## config.mk

```make
export PLATFORM = sky130hd
export DESIGN_NAME = ws_act_skew_feeder
export DESIGN_NICKNAME = d
export VERILOG_FILES = /design/src/rtl/ws_pkg.sv /design/src/rtl/ws_vec_fifo.sv /design/src/rtl/ws_act_skew_feeder.sv
export SDC_FILE = /design/constraint.sdc
export NUM_CORES = 1
export LEC_CHECK = 0
export CAP_MARGIN = 20
export CORE_ASPECT_RATIO = 0.6
export CORE_MARGIN = 2
export CORE_UTILIZATION = 59
export CTS_BUF_LIST = sky130_fd_sc_hd__clkbuf_2 sky130_fd_sc_hd__clkbuf_4 sky130_fd_sc_hd__clkbuf_8
export DETAILED_ROUTE_END_ITERATION = 8
export PLACE_DENSITY_LB_ADDON = 0.3
export RECOVER_POWER = 100
export SYNTH_ARGS = -nofsm -noshare
export SYNTH_HDL_FRONTEND = slang
export SYNTH_SLANG_ARGS = --single-unit
```

## constraint.sdc

```tcl
create_clock -name clk -period 3.5 [get_ports clk]
set_clock_uncertainty 0.2 [all_clocks]
set_input_delay 0.7 -clock clk [delete_from_list [all_inputs] [get_ports clk]]
set_output_delay 0.7 -clock clk [all_outputs]
set_load 0.005 [all_outputs]
```

## src/rtl/ws_pkg.sv

```systemverilog
// Shared types and helpers for the weight-stationary activation feeder.
package ws_pkg;

  localparam int D_W_DEF  = 8;
  localparam int ROWS_DEF = 4;
  // Widest vector the slice helper handles (ROWS*D_W must not exceed this).
  localparam int VEC_MAX  = 256;

  typedef enum logic [1:0] {
    ST_IDLE   = 2'd0,
    ST_STREAM = 2'd1,
    ST_DRAIN  = 2'd2
  } ws_state_e;

  // Element idx of width w from a flat vector, zero-extended to VEC_MAX.
  function automatic logic [VEC_MAX-1:0] vec_slice(input logic [VEC_MAX-1:0] v,
                                                   input int unsigned idx,
                                                   input int unsigned w);
    logic [VEC_MAX-1:0] mask;
    mask = (VEC_MAX'(1) << w) - VEC_MAX'(1);
    return (v >> (idx * w)) & mask;
  endfunction

endpackage

```

## src/rtl/ws_vec_fifo.sv

```systemverilog
// Synchronous vector FIFO; flags come from the registered count only.
module ws_vec_fifo #(
  parameter int W     = 33,
  parameter int DEPTH = 4
) (
  input  logic         clk,
  input  logic         rst_n,
  input  logic         push_i,
  input  logic         pop_i,
  input  logic [W-1:0] wdata_i,
  output logic [W-1:0] rdata_o,
  output logic         full_o,
  output logic         empty_o
);
  localparam int AW = $clog2(DEPTH);
  localparam int CW = $clog2(DEPTH + 1);

  logic [W-1:0]  mem_q [DEPTH];
  logic [AW-1:0] wr_q, rd_q;
  logic [CW-1:0] cnt_q;
  logic          do_push, do_pop;

  assign full_o  = (cnt_q == CW'(DEPTH));
  assign empty_o = (cnt_q == '0);
  assign do_push = push_i && !full_o;
  assign do_pop  = pop_i && !empty_o;
  assign rdata_o = mem_q[rd_q];

  // DEPTH is a power of two, so pointers wrap naturally.
  always_ff @(posedge clk or negedge rst_n) begin
    if (!rst_n) begin
      wr_q  <= '0;
      rd_q  <= '0;
      cnt_q <= '0;
    end else begin
      if (do_push) wr_q <= wr_q + AW'(1);
      if (do_pop)  rd_q <= rd_q + AW'(1);
      cnt_q <= cnt_q + CW'(do_push) - CW'(do_pop);
    end
  end

  always_ff @(posedge clk) begin
    if (do_push) mem_q[wr_q] <= wdata_i;
  end

endmodule

```

## src/rtl/ws_act_skew_feeder.sv

```systemverilog
// Buffers activation vectors and issues them diagonally skewed into the
// left edge of the WS PE array: row r lags row 0 by r cycles.
module ws_act_skew_feeder
  import ws_pkg::*;
#(
  parameter int D_W   = D_W_DEF,
  parameter int ROWS  = ROWS_DEF,
  parameter int DEPTH = 4
) (
  input  logic                clk,
  input  logic                rst_n,
  input  logic                in_valid,
  output logic                in_ready,
  input  logic [ROWS*D_W-1:0] in_vec,
  input  logic                in_last,
  input  logic                weight_busy,
  output logic [ROWS*D_W-1:0] out_act,
  output logic [ROWS-1:0]     out_act_valid,
  output logic                busy,
  output logic                frame_done
);
  localparam int VW = ROWS * D_W;
  localparam int CW = $clog2(ROWS + 1);

  logic          full, empty, push, pop, pop_last;
  logic [VW-1:0] pop_vec;
  ws_state_e     state_q, state_d;
  logic [CW-1:0] cnt_q, cnt_d;

  assign in_ready = rst_n && !full;
  assign push     = in_valid && in_ready;
  assign pop      = !empty && !weight_busy && (state_q != ST_DRAIN);

  ws_vec_fifo #(.W(VW + 1), .DEPTH(DEPTH)) u_fifo (
    .clk     (clk),
    .rst_n   (rst_n),
    .push_i  (push),
    .pop_i   (pop),
    .wdata_i ({in_last, in_vec}),
    .rdata_o ({pop_last, pop_vec}),
    .full_o  (full),
    .empty_o (empty)
  );

  always_ff @(posedge clk or negedge rst_n) begin
    if (!rst_n) begin
      state_q <= ST_IDLE;
      cnt_q   <= '0;
    end else begin
      state_q <= state_d;
      cnt_q   <= cnt_d;
    end
  end

  // DRAIN lasts ROWS cycles so its final cycle matches the last row's output.
  always_comb begin
    state_d = state_q;
    cnt_d   = cnt_q;
    unique case (state_q)
      ST_IDLE: if (pop) begin
        state_d = pop_last ? ST_DRAIN : ST_STREAM;
        if (pop_last) cnt_d = CW'(ROWS);
      end
      ST_STREAM: if (pop && pop_last) begin
        state_d = ST_DRAIN;
        cnt_d   = CW'(ROWS);
      end
      ST_DRAIN: begin
        cnt_d = cnt_q - CW'(1);
        if (cnt_q == CW'(1)) state_d = ST_IDLE;
      end
      default: state_d = ST_IDLE;
    endcase
  end

  always_comb begin
    busy       = (state_q != ST_IDLE);
    frame_done = (state_q == ST_DRAIN) && (cnt_q == CW'(1));
  end

  // Per-row delay line: r stage registers plus the output register, free-running.
  for (genvar r = 0; r < ROWS; r++) begin : g_row
    logic [r:0][D_W-1:0] dat_q;
    logic [r:0]          vld_pipe;
    logic [D_W-1:0]      elem;

    assign elem = D_W'(vec_slice(VEC_MAX'(pop_vec), r, D_W));

    always_ff @(posedge clk or negedge rst_n) begin
      if (!rst_n) begin
        dat_q    <= '0;
        vld_pipe <= '0;
      end else begin
        dat_q[0]    <= pop ? elem : '0;
        vld_pipe[0] <= pop;
        for (int k = r; k > 0; k--) begin
          dat_q[k]    <= dat_q[k-1];
          vld_pipe[k] <= vld_pipe[k-1];
        end
      end
    end

    assign out_act[r*D_W +: D_W] = dat_q[r];
    assign out_act_valid[r]      = vld_pipe[r];
  end

endmodule

```

==> results.json, run 1 <==
{
  "outcome": "finished clean",
  "io_pins": 76,
  "h-tree-depth": 1,
  "wl_met3_um": 675,
  "cp.arrival_ns": 2.98,
  "antenna_found_initial": 0,
  "crit_path_top_delay_cell": "and2_0",
  "coreArea_sq_um": 13000,
  "fill_cells": 768,
  "timing.slew.headroom_pct": 6.81,
  "top_layer_used": "met4",
  "synth_nets": 431,
  "hold_buffers": 0,
  "post_cts_resized": 0,
  "area_delta_synth_final_pct": 18.4,
  "grt_overflow": 0,
  "vdd_drop_max_mv": 0.409,
  "diodes": 0,
  "place_congestion": 0.745,
  "netlist_instances": 385,
  "crit_type": "in2reg",
  "clockBufferDepth": 3,
  "grt_pass1_vias": 3808,
  "critPathMaxStageDelay_ns": 1.11,
  "postRouteAntennaNets": 0,
  "post-route-drc-count": 0,
  "yosys_warnings": 0,
  "worstPathRequired_ns": 3.53,
  "synth-seq-cells": 228,
  "cts_setup_buffers": 0,
  "dieArea_sq_um": 14500,
  "worstPathMaxFanout": 18,
  "cts.sinks": 228,
  "grt_max_degree": 51,
  "wl_met2_um": 6230,
  "rsz0062_at_grt": "false",
  "worst_setup_path_start_kind": "input port",
  "die_h_um": 94.1,
  "drt-met1-wl_um": 5500,
  "clk_latency_ns": 0.53,
  "die_w_um": 154,
  "final_area_sq_um": 9440,
  "critical_path.top_delay_family": "simple AND/OR/NAND/NOR gates",
  "cts_tree": "done",
  "grt_usage_pct": 19.0,
  "setup_violations": 0,
  "setup-tns-final_ns": 0,
  "layout-drive-gt1-share_pct": 20.3,
  "leakagePower_nw": 3.71,
  "wirelength_um": 12600,
  "min_period_ns": 2.94,
  "io_buffers": 75,
  "std_cell_rows": 32,
  "hold_class": "reg2reg",
  "synth.cell_area_sq_um": 7970,
  "place_area_sq_um": 8810,
  "nets": 510,
  "worstMarginPinSlew_ns": 1.40,
  "worst-path-buf-inv": 2,
  "max_freq_mhz": 340,
  "period_share_pct": 84.1,
  "cts_inserted_buffers": 30,
  "initial_utilization_pct": 61.3,
  "crit_path_cell_trace": "dlygate4sd3_1 -> o311a_1 -> and2_0 -> buf_12",
  "synth_area_per_cell_sq_um": 20.7,
  "wl_per_cell_um": 19.1,
  "slew_violations": 0,
  "dp_hpwl_um": 7420,
  "vias_per_cell": 5.33,
  "whs_ns": 0.147,
  "p_total_mw": 7.32,
  "clock-root-buffer": "clkbuf_8",
  "drtIter0Drc": 207,
  "powerDensity_nw_per_um2": 776,
  "synth.distinct_cells": 30,
  "grt_pass1_wl_um": 20600,
  "clk_pin_slew_worst_paths_ns": 0.06,
  "cp-end-kind": "flop",
  "hold_violations": 0,
  "vias": 3506,
  "firstDrtPassIters": 4,
  "post-route-util_pct": 72.5,
  "maxCapViolCount": 0,
  "synth_seq_area_share_pct": 79.8
}
-- power by group --
part	total [mW]	switching, mW	internal (mW)	leakage, nW
clock	2.01	0.897	1.11	0.347
combinational	1.63	0.746	0.881	0.916
sequential	3.69	0.211	3.48	2.45
total	7.32	1.85	5.47	3.71
-- layer usage --
layer / GRT usage (%) / vias to the layer above
li1: - / 1555
met1: 26.8 / 1836
met2: 31.1 / 97
met3: 4.43 / 18
met4: 4.67 / 0
met5: 0 / -
-- through the flow --
stage                     setup slack [ns]  cells
after CTS                            0.621    658
final                                0.556    658
after floorplan                      0.841    385
after global routing                 0.461    658
after detailed placement             0.553    602
after global placement               0.666    602
-- final timing paths --
kind	end	from	cells past startpoint	slack, ns
setup / recovery	u_fifo.mem_q[3][0]	in_valid	4	0.56
hold / removal	out_act[13]	g_row[1].dat_q[5]	0	0.15
setup reg to reg	u_fifo.mem_q[3][0]	u_fifo.cnt_q[2]	4	0.79
hold reg to reg	out_act[13]	g_row[1].dat_q[5]	0	0.15
max in group asynchronous	u_fifo.rd_q[1]	rst_n	3	1.29
min in group asynchronous	g_row[2].dat_q[10]	rst_n	2	0.55
-- synthesized netlist by cell type --
master	count	share of area (%)
a211oi_1	1	0.094
a21oi_1	2	0.13
a221oi_1	2	0.22
a22oi_1	1	0.094
and2_1	4	0.31
and3b_4	1	0.16
buf_1	3	0.14
buf_2	5	0.31
buf_4	26	2.4
buf_6	1	0.14
clkbuf_1	2	0.094
dfrtp_1	96	30
edfxtp_1	132	50
fa_1	1	0.25
ha_1	8	1.3
inv_1	13	0.61
mux2_2	1	0.14
mux4_2	33	9.3
nand2_1	1	0.047
nand2b_1	2	0.16
nand3b_1	1	0.094
nand3b_2	1	0.14
nand4b_1	1	0.11
nor2_1	2	0.094
nor2b_1	35	2.7
o22ai_1	1	0.079
o311a_1	1	0.13
o31a_1	1	0.11
or3_1	1	0.079
xnor2_1	6	0.66
-- flip-flops by register name (all words and copies together), names as in the netlist --
name            count
u_fifo.cnt_q        3
u_fifo.rd_q         2
state_q             2
u_fifo.wr_q         2
out_act            24
u_fifo.mem_q      132
g_row.vld_pipe      4
g_row.dat_q        56
cnt_q               3
-- final cells by class --
type	instances	area (sq um)	area share, %
sequential	228	6370	67.4
multi-input combinational	107	1310	13.9
timing repair buffer	84	857	9.08
clock buffer	50	619	6.56
tap	170	213	2.25
inverter	13	48.8	0.517
clock inverter	6	26.3	0.278
-- cells by family after synthesis --
| kind of cell | share of synthesized area [%] |
|---|---|
| DFF | 79.8 |
| adders and majority gates | 1.51 |
| AOI/OAI and AO/OA | 0.848 |
| buffers and inverters | 3.75 |
| and+or+nand+nor | 3.94 |
| xor gates and xnor gates | 0.659 |
| muxes | 9.46 |
-- cell usage in the layout, fill, tap and decap left out, drive strengths merged, types with 4 or more instances in the layout --
| master | n |
|---|---|
| edfxtp | 132 |
| dfrtp | 96 |
| dlygate4sd3 | 73 |
| clkbuf | 53 |
| nor2b | 35 |
| mux4 | 33 |
| inv | 13 |
| ha | 8 |
| buf | 7 |
| xnor2 | 6 |
| clkinv | 6 |
| and2 | 4 |
Power figures use the tool's default switching activity.
==> run 2: changes to the inputs <==
CORE_UTILIZATION = 53   (was 59)
clock period = 2.4 ns   (was 3.5 ns; I/O delays follow)
==> run 2 against run 1 <==
  * Setup slack got worse by 0.51 ns
  * Global-route usage decreased by 2.3 points
  * Via count is 1.9% higher
  * Power up 47%
  * First-iteration DRC count up 42%
  * Critical path type is now reg2reg
==> results.json, run 2 (synthesized netlist as in run 1, its figures left out) <==
{
  "outcome": "finished clean",
  "p_total_mw": 10.7,
  "vias_per_cell": 5.14,
  "cp-end-kind": "flop",
  "wirelength_um": 12700,
  "area_delta_synth_final_pct": 20.1,
  "whs_ns": 0.134,
  "largest_register_ffs": 132,
  "h-tree-depth": 1,
  "dieArea_sq_um": 16100,
  "std_cell_rows": 34,
  "firstDrtPassIters": 4,
  "drtIter0Drc": 293,
  "wl_per_cell_um": 18.2,
  "timing.slew.headroom_pct": 13.6,
  "whs_path_depth": 0,
  "cp.arrival_ns": 2.57,
  "io_buffers": 75,
  "setup_violations": 0,
  "rsz0062_at_grt": "true",
  "layout-drive-gt1-share_pct": 24.2,
  "worstPathMaxFanout": 5,
  "slew_violations": 0,
  "grt_pass1_vias": 3761,
  "hold_class": "reg2reg",
  "clk_pin_slew_worst_paths_ns": 0.06,
  "final_area_sq_um": 9580,
  "post-route-drc-count": 0,
  "final_common_cell": "edfxtp_1",
  "io_pins": 76,
  "post-route-util_pct": 65.6,
  "grt_overflow": 0,
  "clk_latency_ns": 0.54,
  "powerDensity_nw_per_um2": 1120,
  "cts.sinks": 228,
  "die_h_um": 99.0,
  "period_share_pct": 98.1,
  "antenna_found_initial": 2,
  "grt_max_degree": 97,
  "dp_hpwl_um": 7590,
  "cts_setup_buffers": 0,
  "grt_usage_pct": 16.7,
  "worstMarginPinSlew_ns": 1.30,
  "place_area_sq_um": 8950,
  "crit_type": "reg2reg",
  "worstPathRequired_ns": 2.61,
  "fill_cells": 969,
  "place_congestion": 0.746,
  "die_w_um": 162,
  "regMostFlops": "u_fifo.mem_q",
  "grt_pass1_wl_um": 20200,
  "clockBufferDepth": 3,
  "clock-root-buffer": "clkbuf_8",
  "layout_common_cells": "132 x edfxtp_1, 95 x dfrtp_1, 39 x clkdlybuf4s50_1",
  "vias": 3571,
  "min_period_ns": 2.35,
  "postRouteAntennaNets": 0,
  "initial_utilization_pct": 54.6,
  "nets": 518,
  "maxCapViolCount": 0,
  "cts_inserted_buffers": 30,
  "cts_tree": "done",
  "max_freq_mhz": 425,
  "hold_violations": 0,
  "vdd_drop_max_mv": 0.510,
  "leakagePower_nw": 3.66,
  "worst_setup_path_start_kind": "flop",
  "r2r_cells": 9,
  "coreArea_sq_um": 14600
}
-- run 2: path summary, 6_finish.rpt --
kind | from | end | slack [ns]
min in group asynchronous | rst_n | out_act[15] | 0.77
min | g_row[2].dat_q[11] | out_act[19] | 0.13
min reg2reg | g_row[2].dat_q[11] | out_act[19] | 0.13
max | u_fifo.cnt_q[1] | u_fifo.cnt_q[2] | 0.05
max reg2reg | u_fifo.cnt_q[1] | u_fifo.cnt_q[2] | 0.05
max in group asynchronous | rst_n | u_fifo.rd_q[1] | 0.32
-- run 2: stage by stage --
stage / instances / setup WS (ns) / TNS, ns
floorplan: 385 / -0.0676 / -0.0676
global placement: 637 / -0.184 / -0.236
detailed placement: 637 / -0.230 / -0.312
CTS: 693 / 0.00877 / 0
global route: 694 / -0.0418 / -0.0418
finish: 695 / 0.0454 / 0
-- run 2: layout make-up --
class,count,area [sq um],area share (%)
diodes,2,5.00,0.0523
clock buffers,43,529,5.53
clock inverters,12,53.8,0.562
inverters,13,48.8,0.510
multi-input cells,107,1370,14.3
flip-flops and latches,228,6370,66.5
well taps,198,248,2.59
repair buffers,92,951,9.93
-- run 2: power breakdown --
part           switching (mW)  leakage [nW]  internal [mW]
logic                    1.14         0.898           1.53
registers               0.306          2.45           5.07
clock network            1.28         0.318           1.42
total                    2.73          3.66           8.01
-- run 2: worst max-delay path: stages, from the launching register on --
cell and delay, ns:
dfrtp_1 0.39, or3_4 0.44, nand3b_4 0.10, inv_2 0.05, ha_4 0.25, inv_2 0.04, ha_4 0.15, fa_2 0.37
xnor2_2 0.15, xnor2_1 0.12
-- run 2: routing by layer --
metal / global-route usage, % / share of wire [%]
met3: 4.59 / 5.8
met1: 23.5 / 46
met2: 26.4 / 47
met5: 0 / 0
met4: 4.49 / 1.3
-- run 2: repair_timing --
item,CTS,global route
endpoints found under the setup margin,2,3
cloned,0,0
pin swaps,0,5
hold buffers,1,0
hold endpoints to repair,96,0
gates resized for setup,4,12
